--- src/rtl/spi_cfg_pkg.sv ---
// Shared constants and types for the SPI coefficient loader: command bytes,
// FSM state encoding, coefficient indices and default coefficient format.
package spi_cfg_pkg;

   localparam int COEF_W_DEF    = 64;
   localparam int COEF_FRAC_DEF = 60;
   localparam int NCOEF_DEF     = 5;

   localparam logic [7:0] CMD_READ   = 8'h01;
   localparam logic [7:0] CMD_WRITE  = 8'h02;
   localparam logic [7:0] CMD_COMMIT = 8'h03;
   localparam logic [7:0] CMD_CLRERR = 8'h04;

   localparam logic [2:0] IDX_Y1 = 3'd0;
   localparam logic [2:0] IDX_Y2 = 3'd1;
   localparam logic [2:0] IDX_X0 = 3'd2;
   localparam logic [2:0] IDX_X1 = 3'd3;
   localparam logic [2:0] IDX_X2 = 3'd4;

   typedef enum logic [2:0] {
      ST_IDLE   = 3'd0,
      ST_CMD    = 3'd1,
      ST_ADDR   = 3'd2,
      ST_DATA   = 3'd3,
      ST_IGNORE = 3'd4
   } fsm_state_e;

endpackage

--- src/rtl/spi_coeff_loader_coef_bank.sv ---
// Shadow and live coefficient banks (HP entries 0..NCOEF-1, LP after them).
// Live only changes on the commit strobe, so filters always see a whole set.
module coef_bank
   import spi_cfg_pkg::*;
#(
   parameter int COEF_W    = COEF_W_DEF,
   parameter int COEF_FRAC = COEF_FRAC_DEF,
   parameter int NCOEF     = NCOEF_DEF
) (
   input  logic                           clk_48,
   input  logic                           reset,
   input  logic                           wr_en,
   input  logic [3:0]                     wr_addr,
   input  logic [COEF_W-1:0]              wr_data,
   input  logic                           commit,
   output logic [NCOEF-1:0][COEF_W-1:0]   hp_coeff,
   output logic [NCOEF-1:0][COEF_W-1:0]   lp_coeff
);

   localparam int NENT = 2 * NCOEF;

   logic [COEF_W-1:0] r_shadow [NENT];
   logic [COEF_W-1:0] r_live   [NENT];

   // x0 of each filter resets to 1.0 so the filters start as identity
   function automatic logic [COEF_W-1:0] reset_val(input int idx);
      if ((idx % NCOEF) == int'(IDX_X0)) begin
         return COEF_W'(1) << COEF_FRAC;
      end else begin
         return '0;
      end
   endfunction

   // Shadow bank: one entry written per completed 8-byte word
   always_ff @(posedge clk_48) begin
      if (reset) begin
         for (int i = 0; i < NENT; i++) begin
            r_shadow[i] <= reset_val(i);
         end
      end else if (wr_en && (wr_addr < 4'(NENT))) begin
         r_shadow[wr_addr] <= wr_data;
      end
   end

   // Live bank: whole-bank copy on commit; a same-edge shadow write is not seen
   always_ff @(posedge clk_48) begin
      if (reset) begin
         for (int i = 0; i < NENT; i++) begin
            r_live[i] <= reset_val(i);
         end
      end else if (commit) begin
         for (int i = 0; i < NENT; i++) begin
            r_live[i] <= r_shadow[i];
         end
      end
   end

   // Present live registers in filter index order
   always_comb begin
      for (int i = 0; i < NCOEF; i++) begin
         hp_coeff[i] = r_live[i];
         lp_coeff[i] = r_live[NCOEF + i];
      end
   end

endmodule

--- src/rtl/spi_coeff_loader.sv ---
// SPI byte-stream decoder that loads biquad coefficients into a shadow bank
// and commits them to the live bank on the next sample boundary.
module spi_coeff_loader
   import spi_cfg_pkg::*;
#(
   parameter int COEF_W    = COEF_W_DEF,
   parameter int COEF_FRAC = COEF_FRAC_DEF,
   parameter int NCOEF     = NCOEF_DEF
) (
   input  logic                           clk_48,
   input  logic                           reset,
   input  logic                           cs_active,
   input  logic                           rx_valid,
   input  logic [7:0]                     rx_byte,
   input  logic                           sample_tick,
   output logic [NCOEF-1:0][COEF_W-1:0]   hp_coeff,
   output logic [NCOEF-1:0][COEF_W-1:0]   lp_coeff,
   output logic                           commit_done,
   output logic                           commit_pending,
   output logic                           err,
   output logic                           busy
);

   localparam int         NB        = COEF_W / 8;
   localparam int         CW        = $clog2(NB);
   localparam logic [3:0] L_NCOEF   = 4'(NCOEF);
   localparam logic [3:0] LAST_ADDR = 4'(2 * NCOEF - 1);

   fsm_state_e         r_state;
   logic [3:0]         r_addr;
   logic [CW-1:0]      r_cnt;
   logic [COEF_W-9:0]  r_asm;
   logic               r_ovr;
   logic               r_err;
   logic               r_pending;
   logic               r_done;
   logic               r_busy;

   fsm_state_e         w_state_nxt;
   logic [3:0]         w_addr_nxt;
   logic [CW-1:0]      w_cnt_nxt;
   logic [COEF_W-9:0]  w_asm_nxt;
   logic               w_ovr_nxt;
   logic               w_err_set;
   logic               w_err_clr;
   logic               w_pend_set;
   logic               w_wr_en;
   logic [COEF_W-1:0]  w_shift;
   logic               w_commit;

   assign w_shift  = {r_asm, rx_byte};
   assign w_commit = r_pending & sample_tick;

   // Frame decoder: next state, address/counter updates and event strobes
   always_comb begin
      w_state_nxt = r_state;
      w_addr_nxt  = r_addr;
      w_cnt_nxt   = r_cnt;
      w_asm_nxt   = r_asm;
      w_ovr_nxt   = r_ovr;
      w_err_set   = 1'b0;
      w_err_clr   = 1'b0;
      w_pend_set  = 1'b0;
      w_wr_en     = 1'b0;
      if (!cs_active) begin
         w_state_nxt = ST_IDLE;
         w_cnt_nxt   = '0;
         w_asm_nxt   = '0;
         w_ovr_nxt   = 1'b0;
      end else begin
         case (r_state)
            ST_IDLE: begin
               w_state_nxt = ST_CMD;
            end
            ST_CMD: begin
               if (rx_valid) begin
                  w_state_nxt = ST_IGNORE;
                  case (rx_byte)
                     CMD_WRITE:  w_state_nxt = ST_ADDR;
                     CMD_COMMIT: w_pend_set  = 1'b1;
                     CMD_CLRERR: w_err_clr   = 1'b1;
                     CMD_READ:   w_err_set   = 1'b0;
                     default:    w_err_set   = 1'b1;
                  endcase
               end else begin
                  w_state_nxt = ST_CMD;
               end
            end
            ST_ADDR: begin
               if (rx_valid) begin
                  if ((rx_byte[7:5] != 3'b000) || rx_byte[3] || (rx_byte[2:0] > IDX_X2)) begin
                     w_err_set   = 1'b1;
                     w_state_nxt = ST_IGNORE;
                  end else begin
                     w_state_nxt = ST_DATA;
                     w_cnt_nxt   = '0;
                     w_asm_nxt   = '0;
                     w_addr_nxt  = rx_byte[4] ? (L_NCOEF + {1'b0, rx_byte[2:0]})
                                              : {1'b0, rx_byte[2:0]};
                  end
               end else begin
                  w_state_nxt = ST_ADDR;
               end
            end
            ST_DATA: begin
               if (rx_valid) begin
                  w_asm_nxt = w_shift[COEF_W-9:0];
                  if (r_cnt == CW'(NB - 1)) begin
                     w_wr_en   = 1'b1;
                     w_cnt_nxt = '0;
                     if (r_addr == LAST_ADDR) begin
                        w_state_nxt = ST_IGNORE;
                        w_ovr_nxt   = 1'b1;
                     end else begin
                        w_addr_nxt = r_addr + 4'd1;
                     end
                  end else begin
                     w_cnt_nxt = r_cnt + CW'(1);
                  end
               end else begin
                  w_state_nxt = ST_DATA;
               end
            end
            ST_IGNORE: begin
               // bytes after the final bank entry are an overrun
               if (rx_valid && r_ovr) begin
                  w_err_set = 1'b1;
               end else begin
                  w_err_set = 1'b0;
               end
            end
            default: begin
               w_state_nxt = ST_IDLE;
            end
         endcase
      end
   end

   // Control registers; err clear has priority over a same-cycle set
   always_ff @(posedge clk_48) begin
      if (reset) begin
         r_state   <= ST_IDLE;
         r_addr    <= 4'd0;
         r_cnt     <= '0;
         r_asm     <= '0;
         r_ovr     <= 1'b0;
         r_err     <= 1'b0;
         r_pending <= 1'b0;
         r_done    <= 1'b0;
         r_busy    <= 1'b0;
      end else begin
         r_state   <= w_state_nxt;
         r_addr    <= w_addr_nxt;
         r_cnt     <= w_cnt_nxt;
         r_asm     <= w_asm_nxt;
         r_ovr     <= w_ovr_nxt;
         r_err     <= w_err_clr ? 1'b0 : (r_err | w_err_set);
         r_pending <= w_commit ? 1'b0 : (r_pending | w_pend_set);
         r_done    <= w_commit;
         r_busy    <= (w_state_nxt != ST_IDLE);
      end
   end

   coef_bank #(
      .COEF_W    (COEF_W),
      .COEF_FRAC (COEF_FRAC),
      .NCOEF     (NCOEF)
   ) u_bank (
      .clk_48   (clk_48),
      .reset    (reset),
      .wr_en    (w_wr_en),
      .wr_addr  (r_addr),
      .wr_data  (w_shift),
      .commit   (w_commit),
      .hp_coeff (hp_coeff),
      .lp_coeff (lp_coeff)
   );

   assign commit_done    = r_done;
   assign commit_pending = r_pending;
   assign err            = r_err;
   assign busy           = r_busy;

endmodule
--- config.mk ---
export PLATFORM = sky130hd
export DESIGN_NAME = spi_coeff_loader
export DESIGN_NICKNAME = d
export VERILOG_FILES = /design/src/rtl/spi_cfg_pkg.sv /design/src/rtl/spi_coeff_loader_coef_bank.sv /design/src/rtl/spi_coeff_loader.sv
export SDC_FILE = /design/constraint.sdc
export NUM_CORES = 1
export LEC_CHECK = 0
export CORE_ASPECT_RATIO = 1.5
export CORE_MARGIN = 4
export CORE_UTILIZATION = 45
export DETAILED_ROUTE_END_ITERATION = 16
export PLACE_DENSITY_LB_ADDON = 0.2
export SKIP_CTS_REPAIR_TIMING = 1
export SYNTH_ARGS = -nofsm -noshare
export SYNTH_HDL_FRONTEND = slang
export SYNTH_HIERARCHICAL = 1
export SYNTH_SLANG_ARGS = --single-unit
--- constraint.sdc ---
create_clock -name clk_48 -period 18.25 [get_ports clk_48]
set_input_delay 3.65 -clock clk_48 [delete_from_list [all_inputs] [get_ports clk_48]]
set_output_delay 3.65 -clock clk_48 [all_outputs]
set_load 0.02 [all_outputs]
=== Word-level counts from Yosys, hierarchy flattened ===
Memories as Yosys holds them, arrays and structs flattened.
Cells that the tools add are included.

* Memories kept: 2
* Output and inout bits: 644
* Flip-flop bits (word level): 71
* Bits of input ports: 13
* RAM bits: 1280

* Muxes and demuxes: 67
* $add $sub $neg: 3
* Bitwise gates (word level): 14
* Reductions and logical operators: 16
* Eq/ne operators: 15
* Order comparisons: 2

{| class="wikitable"
|+ Memories
! name !! words !! bits a word !! rd ports !! clocked after memory_dff !! write ports !! RTL line !! source
|-
| u_bank.r_live || 10 || 64 || 10 || 0 || 10 || spi_coeff_loader_coef_bank.sv:23 || <nowiki>logic [COEF_W-1:0] r_live [NENT];</nowiki>
|-
| u_bank.r_shadow || 10 || 64 || 10 || 0 || 10 || spi_coeff_loader_coef_bank.sv:22 || <nowiki>logic [COEF_W-1:0] r_shadow [NENT];</nowiki>
|}

{| class="wikitable"
|+ Operator list
! kind !! number
|-
| 64-bit 2-to-1 mux || 13
|-
| 56-bit 2-to-1 mux || 3
|-
| 56-bit one-hot mux with 2 select lines || 1
|-
| 64-bit OR reduction || 1
|-
| 3-bit 2-to-1 mux || 12
|-
| 4-bit 2-to-1 mux || 7
|-
| 1-bit 2-to-1 mux || 27
|-
| 8-bit by 2-bit == test with 1-bit output, second input constant || 2
|-
| 3-bit one-hot mux with 5 select lines || 1
|-
| 1-bit bitwise OR || 12
|-
| 2-bit inequality test, second input constant || 5
|-
| 8-bit by 1-bit == test with 1-bit output, second input constant || 1
|-
| 8-bit by 3-bit == test with 1-bit output, second input constant || 1
|-
| 4-bit one-hot mux with 2 select lines || 1
|-
| 4-bit AND reduction || 2
|-
| 7-bit AND reduction || 1
|-
| 3-bit by 2-bit == test with 1-bit output, second input constant || 2
|-
| 3-bit == test, second input constant || 2
|-
| 3-bit one-hot mux with 2 select lines || 1
|-
| 3-bit nonzero test || 2
|-
| 2-bit OR reduction || 3
|-
| 3-bit by 3-bit adder with 4-bit output, first input constant || 1
|-
| 4-bit by 1-bit adder with 4-bit output, second input constant || 1
|-
| 4-bit == test, second input constant || 1
|-
| 12 further kinds || 14
|}

=== Depth between registers and ports, before layout ===
Gate-level depths: netlist of run 1.

* Word-level depth: 11
* Gate-level depth with buffers: 13

=== Cells and area by module ===
The synthesis of run 1 kept the hierarchy.

{| class="wikitable"
|+ By module, submodules not included
! module !! cells each !! area an instance (um^2) !! seq. area each (um^2) !! instances
|-
| coef_bank || 2939 || 49079.6 || 38436.9 || 1
|-
| spi_coeff_loader || 321 || 2820.2 || 1421.4 || 1
|}

=== Worst setup path before layout of run 1 ===
OpenSTA, ideal clock, no wires.

* Path type: input port to flip-flop
* Start point: input port reset
* End point: memory u_bank/r_live[0][0] (netlist name) (enable)
* Path buffers: 1
* Arrival time: 11489 ps
* Slack: 6016 ps
* Stages: 2
* Required time: 17506 ps
* Cell sequence: clkbuf_1 or2_2

{| class="wikitable"
|+ RTL lines
! what !! RTL line !! source
|-
| start, declared || spi_coeff_loader.sv:11 || <nowiki>input logic reset,</nowiki>
|-
| end, declared || spi_coeff_loader_coef_bank.sv:23 ||
|}

==> flow_summary_export.csv, run 1 <==
group,metric,value,unit
critical_path,r2r-end,"u_bank/r_shadow[3][58]",
pwr,switchingPower,1330,µW
synthesis,synth-async-reset-ratio,0,
critical_path,critical_path_cell_count,8,
pwr,power.clock.fraction,0.398,
critical_path,crit_path_max_fanout,144,
timing,hold_viol_final,0,
critical_path,rrSetupSlack,12.86,ns
worst_hold_path,worst_hold_path.num_cells,2,
synthesis,syn_inst,3260,
outcome,status,"finished with violations",
synthesis,ys_ff_latch,1351,
global_routing,track_usage,0.239,
synthesis,postSynth.topFlopCell,"edfxtp_1",
critical_path,worstPathArrival,8.39,ns
worst_hold_path,hold_path.class,"flop to flop",
critical_path,family_of_cells_with_the_greatest_summed_delay_on_the_critical_path,"buffers and inverters",
critical_path,crit_path_start,"rx_valid",
timing,total_negative_slack_for_setup_checks,0,ns
timing,grt_setup_unrepaired,"false",
synthesis,post_synth.cell_area_avg,15.9,µm²
outcome,violations,"max-slew violations",
critical_path,path_buf_inv,4,
pwr,ratio_of_total_power_to_cell_area,99.0,nW/µm²
cts,clkLatencyLatePin,0.72,ns
global_routing,global_route_total_overflow,0,
critical_path,worstPathCellList,"clkdlybuf4s50_1 -> nand2_2 -> nor2_4 -> buf_4 -> nand3b_1 -> buf_12 -> o21bai_4 -> buf_4",
synthesis,yosys-top-cells-area,"edfxtp_1 74%, and2_1 7.7%, nor4_1 5.2%, nor4_2 3.5%, dfxtp_1 2.7%",
detailed_routing,detail_route.vias_per_cell,5.64,
floorplanning,core_region_area,114000,µm²
critical_path,setup.worst_path.class,"primary input to flop",
timing,timing_worst_slew_pin_value,1.51,ns
floorplanning,num_rows,152,
synthesis,synth_top_area_share,0.741,
timing,relSlewSlack,-0.00741,
finish,proportion_of_layout_cells_with_a_drive_suffix_above_1,0.103,
critical_path,worstSetupStartpointType,"primary input",
cts,clk_pin_slew_worst_setup_hold_paths,0.07,ns
finish,filler_cell_count,9281,
detailed_routing,drt_pre_antenna_iters,5,
global_routing,grt_antenna_before_repair,9,
timing,timing.final.crit_share,0.441,
critical_path,crit_path_end_kind,"flop",
global_routing,grt_start_max_net_pins,284,
detailed_routing,avgRoutedWirePerCell,27.4,µm
synthesis,synth_enable_flop_cells,1280,
floorplanning,chipWidth,285,µm
finish,area_added_between_synthesis_and_finish,22.6,%
detailed_routing,postRouteWirelength,148000,µm
detailed_routing,antenna_left,0,
cts,cts.sinks,1351,
floorplanning,floorplan.die_area,121000,µm²
placement,dp_slack,9.44,ns
pwr,combinationalPowerShare,0.039,
finish,sequential_area,39900,µm²
floorplanning,die_height,424,µm
floorplanning,floorplan.io_pins,657,
flow_run,max_cap_viol_count,0,
global_routing,first_global_vias,30100,
critical_path,r2r_start,"r_state[0]",
timing,layout_min_cycle_time,8.04,ns
cts,clk_path_buf_depth,3,
synthesis,netlist-cell-type-count,55,
placement,dpl.hpwl,88200,µm
finish,final_core_utilization,0.556,
placement,placed_cells_incl_taps,5193,
detailed_routing,first_iter_violations,3188,
placement,globalplace.congestion,0.790,
timing,fmax,0.124,GHz
placement,place.port_buffers,656,
finish,top_library_cells_by_usage_in_the_layout_fill_and_taps_aside,"1280 x edfxtp_1, 655 x clkdlybuf4s50_1, 641 x and2_1, 428 x nor4_1, 147 x nor4_2",
critical_path,worstRegToRegCells,9,
detailed_routing,remaining_design_rule_violation_count,0,
critical_path,crit_path_largest_cell_delay,1.00,ns
finish,layout_commonest_cell,"edfxtp_1",
pwr,intPower,4970,µW
global_routing,grt_pass1_wl,212000,µm
synthesis,synth_warnings,6,
pwr,pwr-share-seq,0.563,
timing,final_max_slew_viol_count,60,
synthesis,synth_top_area_cell,"edfxtp_1",
cts,cts_tree,"yes",
floorplanning,start_util,0.453,
critical_path,cpMaxStageDelayCell,"o21bai_4",
timing,postLayoutSetupSlackWorst,10.21,ns
pwr,switching_share,0.211,
finish,nets,3796,
cts,root_buffer,"clkbuf_16",
finish,multi_input_area,10900,µm²
cts,numCtsBuffers,120,
synthesis,synthesis.nets,3281,
pwr,max-vdd-ir-drop,0.0000804,V
pwr,power_leakage,0.0206,µW
finish,fin_cells,5417,
detailed_routing,via_count,30500,
critical_path,setup.worst_path.end,"u_bank/r_shadow[3][58]",
critical_path,crit_path_frequent_cell,"buf_4",
timing,finalSetupViolCount,0,
critical_path,crit_required,18.60,ns
synthesis,synth_seq_area_share,0.768,
timing,fin_worst_skew,0.0255,ns
cts,cts.htree.levels,3,
synthesis,syn-cell-area,51900,µm²
metrics by stage:
step	hold WS (ns)	area, µm²	power [µW]
after floorplan	0.432	51900	3730
after global placement	0.454	59700	3860
after detailed placement	0.465	59700	3860
after CTS	0.473	63600	6360
after global routing	0.490	63600	6500
final	0.473	63600	6300
layout make-up:
type,instances,share of cell area
Clock buffer,148,0.0502
Clock inverter,70,0.0104
Timing Repair Buffer,705,0.110
Tap cell,1540,0.0303
Inverter,8,0.000472
Sequential cell,1351,0.627
Multi-Input combinational cell,1589,0.172
Antenna cell,6,0.000236
cell families (layout without fill, tap and decap cells):
logic type,after synthesis,count (layout),synth area share
buffers and inverters,320,931,0.0254
adder cells (fa/ha/maj),8,8,0.00193
multiplexers,3,3,0.000603
XOR/XNOR,2,2,0.000338
other,0,6,0
AND/OR/NAND/NOR,1481,1481,0.191
AO/OA/AOI/OAI,95,95,0.0124
flip-flops,1351,1351,0.768
cell usage after synthesis (5+ instances only):
| library cell | count |
|---|---|
| inv_1 | 8 |
| a21oi_1 | 5 |
| nand2b_1 | 8 |
| o22ai_1 | 57 |
| buf_6 | 10 |
| nor4_2 | 147 |
| buf_1 | 13 |
| nand3b_1 | 68 |
| nor2_1 | 74 |
| dfxtp_1 | 71 |
| nor2b_1 | 6 |
| nand2_1 | 75 |
| edfxtp_1 | 1280 |
| and2_1 | 641 |
| buf_2 | 31 |
| clkbuf_1 | 257 |
| o21bai_1 | 10 |
| ha_1 | 8 |
| nor4_1 | 428 |
| nand3_1 | 7 |
power groups by stage:
stage / clock network (µW) / logic (µW) / registers (µW)
floorplan: 0 / 51.5 / 3680
global placement: 0 / 250 / 3610
detailed placement: 0 / 252 / 3610
CTS: 2560 / 252 / 3540
global route: 2690 / 259 / 3550
finish: 2510 / 248 / 3540
worst register-to-register path: cells and delay by family (launching register included):
family,cells,cell delay [ns]
AO/OA/AOI/OAI,1,1.05
flip-flops,1,0.53
AND/OR/NAND/NOR,4,1.61
buffers and inverters,4,1.77
state kept, by name, indices dropped and copies added (netlist names):
register	cells
r_state	3
busy	1
commit_done	1
commit_pending	1
u_bank/r_shadow	640
r_asm	56
r_cnt	3
err	1
u_bank/r_live	640
r_ovr	1
r_addr	4
how the worst min path moves through the flow:
stage                   start   endpoint  slack (ns)
finish              r_asm[48]  r_asm[48]        0.47
floorplan               r_ovr      r_ovr        0.43
detailed placement  r_asm[53]  r_asm[53]        0.47
CTS                 r_asm[48]  r_asm[48]        0.47
global route         r_cnt[2]   r_cnt[2]        0.49
global placement    r_asm[54]  r_asm[54]        0.45
routing by layer:
layer / wire length [µm] / vias to the layer above / share of wire / global-route usage
li1: - / 13500 / - / -
met1: 58200 / 15400 / 0.39 / 0.310
met2: 73500 / 1420 / 0.50 / 0.401
met3: 10800 / 272 / 0.073 / 0.0457
met4: 5990 / 0 / 0.040 / 0.0957
met5: 0 / - / 0 / 0
Power figures use the tool's default switching activity.
==> run 2, diff against run 1 <==
==> constraint.sdc (replaced) <==
create_clock -name clk_48 -period 7.99 [get_ports clk_48]
set_input_delay 1.598 -clock clk_48 [delete_from_list [all_inputs] [get_ports clk_48]]
set_output_delay 1.598 -clock clk_48 [all_outputs]
set_load 0.02 [all_outputs]
==> flow_summary_export.csv, run 2 (synthesis gave the netlist of run 1 again) <==
group,metric,value,unit
worst_hold_path,min_delay_worst_endpoint,"r_cnt[0]",
critical_path,worstRegToRegCells,10,
timing,timing_worst_slew_pin_value,1.44,ns
placement,place.port_buffers,656,
cts,cts.sinks,1351,
outcome,status,"complete, no violations",
critical_path,worstPathCellList,"clkdlybuf4s50_1 -> nand2_2 -> buf_4 -> nor2_4 -> buf_4 -> nand3b_1 -> buf_4 -> o21bai_4 -> buf_4",
placement,dpl.hpwl,88700,µm
detailed_routing,drt_pre_antenna_iters,5,
critical_path,worstSetupStartpointType,"primary input",
timing,total_negative_slack_for_setup_checks,0,ns
timing,relSlewSlack,0.0403,
timing,grt_setup_unrepaired,"false",
floorplanning,die_height,424,µm
pwr,ratio_of_total_power_to_cell_area,228,nW/µm²
finish,final_core_utilization,0.557,
timing,fin_worst_skew,0.0274,ns
cts,clk_path_buf_depth,3,
timing,hold_viol_final,0,
detailed_routing,via_count,30300,
floorplanning,core_region_area,114000,µm²
pwr,max-vdd-ir-drop,0.000207,V
critical_path,r2r-end,"u_bank/r_shadow[6][54]",
critical_path,family_of_cells_with_the_greatest_summed_delay_on_the_critical_path,"buffers and inverters",
floorplanning,start_util,0.453,
critical_path,crit_path_frequent_cell,"buf_4",
detailed_routing,postRouteWirelength,149000,µm
global_routing,first_global_vias,29600,
global_routing,grt_pass1_wl,211000,µm
cts,cts_tree,"yes",
worst_hold_path,min_from,"r_cnt[0]",
pwr,power_leakage,0.0207,µW
cts,clkLatencyLatePin,0.75,ns
detailed_routing,detail_route.vias_per_cell,5.58,
cts,root_buffer,"clkbuf_16",
critical_path,path_buf_inv,5,
detailed_routing,avgRoutedWirePerCell,27.5,µm
finish,top_regs,"u_bank/r_live x640, u_bank/r_shadow x640, r_asm x56",
placement,globalplace.congestion,0.805,
critical_path,cpMaxStageDelayCell,"o21bai_4",
critical_path,rrSetupSlack,3.23,ns
detailed_routing,first_iter_violations,2921,
critical_path,crit_path_max_fanout,68,
flow_run,max_cap_viol_count,0,
detailed_routing,remaining_design_rule_violation_count,0,
finish,nets,3807,
global_routing,global_route_total_overflow,0,
timing,layout_min_cycle_time,5.26,ns
global_routing,grt_start_max_net_pins,284,
detailed_routing,antenna_left,0,
critical_path,r2r_start,"r_state[0]",
timing,final_max_slew_viol_count,0,
critical_path,setup.worst_path.class,"primary input to flop",
timing,finalSetupViolCount,0,
floorplanning,num_rows,152,
timing,timing.final.crit_share,0.658,
finish,layout_commonest_cell,"edfxtp_1",
worst_hold_path,worst_hold_path.num_cells,2,
critical_path,crit_path_largest_cell_delay,0.80,ns
floorplanning,chipWidth,285,µm
cts,cts.htree.levels,4,
global_routing,grt_antenna_before_repair,10,
finish,top_library_cells_by_usage_in_the_layout_fill_and_taps_aside,"1280 x edfxtp_1, 655 x clkdlybuf4s50_1, 641 x and2_1, 428 x nor4_1, 147 x nor4_2",
global_routing,track_usage,0.240,
floorplanning,floorplan.io_pins,657,
finish,area_added_between_synthesis_and_finish,22.9,%
critical_path,worstPathArrival,5.66,ns
critical_path,crit_path_end_kind,"flop",
finish,proportion_of_layout_cells_with_a_drive_suffix_above_1,0.101,
timing,fmax,0.190,GHz
worst_hold_path,hold_path.class,"flop to flop",
critical_path,crit_required,8.39,ns
cts,numCtsBuffers,130,
cts,clk_pin_slew_worst_setup_hold_paths,0.07,ns
floorplanning,floorplan.die_area,121000,µm²
run 2: changes by cell type in the layout (fill, tap and decap cells not counted), moves of 3 or more:
cell and change:
clkbuf_16 +14, clkbuf_1 +13, clkinv_2 -10, buf_12 +7, buf_4 -6, clkinv_4 -5
bufinv_16 -4, clkbuf_8 -4, clkinv_1 +4, inv_6 +4, inv_1 -3
run 2: routing by layer:
layer / global-route usage / part of all wire / vias up
met2: 0.410 / 0.51 / 1234
met1: 0.294 / 0.38 / 15300
met5: 0 / 0.000087 / -
met4: 0.0859 / 0.034 / 2
li1: - / - / 13500
met3: 0.0658 / 0.080 / 221
run 2: power by group:
| group | total (µW) | switching (µW) | internal [µW] | leakage [µW] |
|---|---|---|---|---|
| clock network | 5880 | 2570 | 3300 | 0.00192 |
| registers | 8090 | 96.4 | 7990 | 0.0133 |
| logic | 579 | 371 | 208 | 0.00546 |
run 2: per-stage QoR:
step | worst slack (ns) | area [µm²] | power [µW] | hold slack, ns | cells
global placement | 1.99 | 59800 | 8820 | 0.455 | 5194
CTS | 2.78 | 63800 | 14700 | 0.471 | 5418
global route | 2.51 | 63800 | 15000 | 0.498 | 5421
detailed placement | 1.96 | 59800 | 8830 | 0.461 | 5194
finish | 2.73 | 63800 | 14500 | 0.475 | 5425
floorplan | 1.07 | 51900 | 8490 | 0.432 | 3260
run 2: layout make-up:
| type | count | area (µm²) |
|---|---|---|
| clock inverters | 53 | 418 |
| flip-flops and latches | 1351 | 39900 |
| repair buffers | 706 | 7090 |
| inverters | 8 | 30.0 |
| clock buffers | 171 | 3540 |
| well taps | 1540 | 1930 |
| fillers | 9205 | 50700 |
| diodes | 7 | 17.5 |
| multi-input cells | 1589 | 10900 |
run 2: how the worst max path moves through the flow:
stage / from / endpoint / cells after the start
3_3_place_gp: rx_valid / u_bank/r_shadow[6][61] / 9
3_5_place_dp: rx_valid / u_bank/r_shadow[6][61] / 9
4_1_cts: rx_valid / u_bank/r_shadow[6][58] / 9
2_1_floorplan: reset / u_bank/r_live[0][0] / 2
5_1_grt: rx_valid / u_bank/r_shadow[6][55] / 9
6_report: rx_valid / u_bank/r_shadow[6][54] / 9
run 2: worst min-delay path: cells and delay by family, from the launching register on:
kind,cells,cell delay (ns)
DFF,1,0.32
muxes,1,0.05
and+or+nand+nor,1,0.05
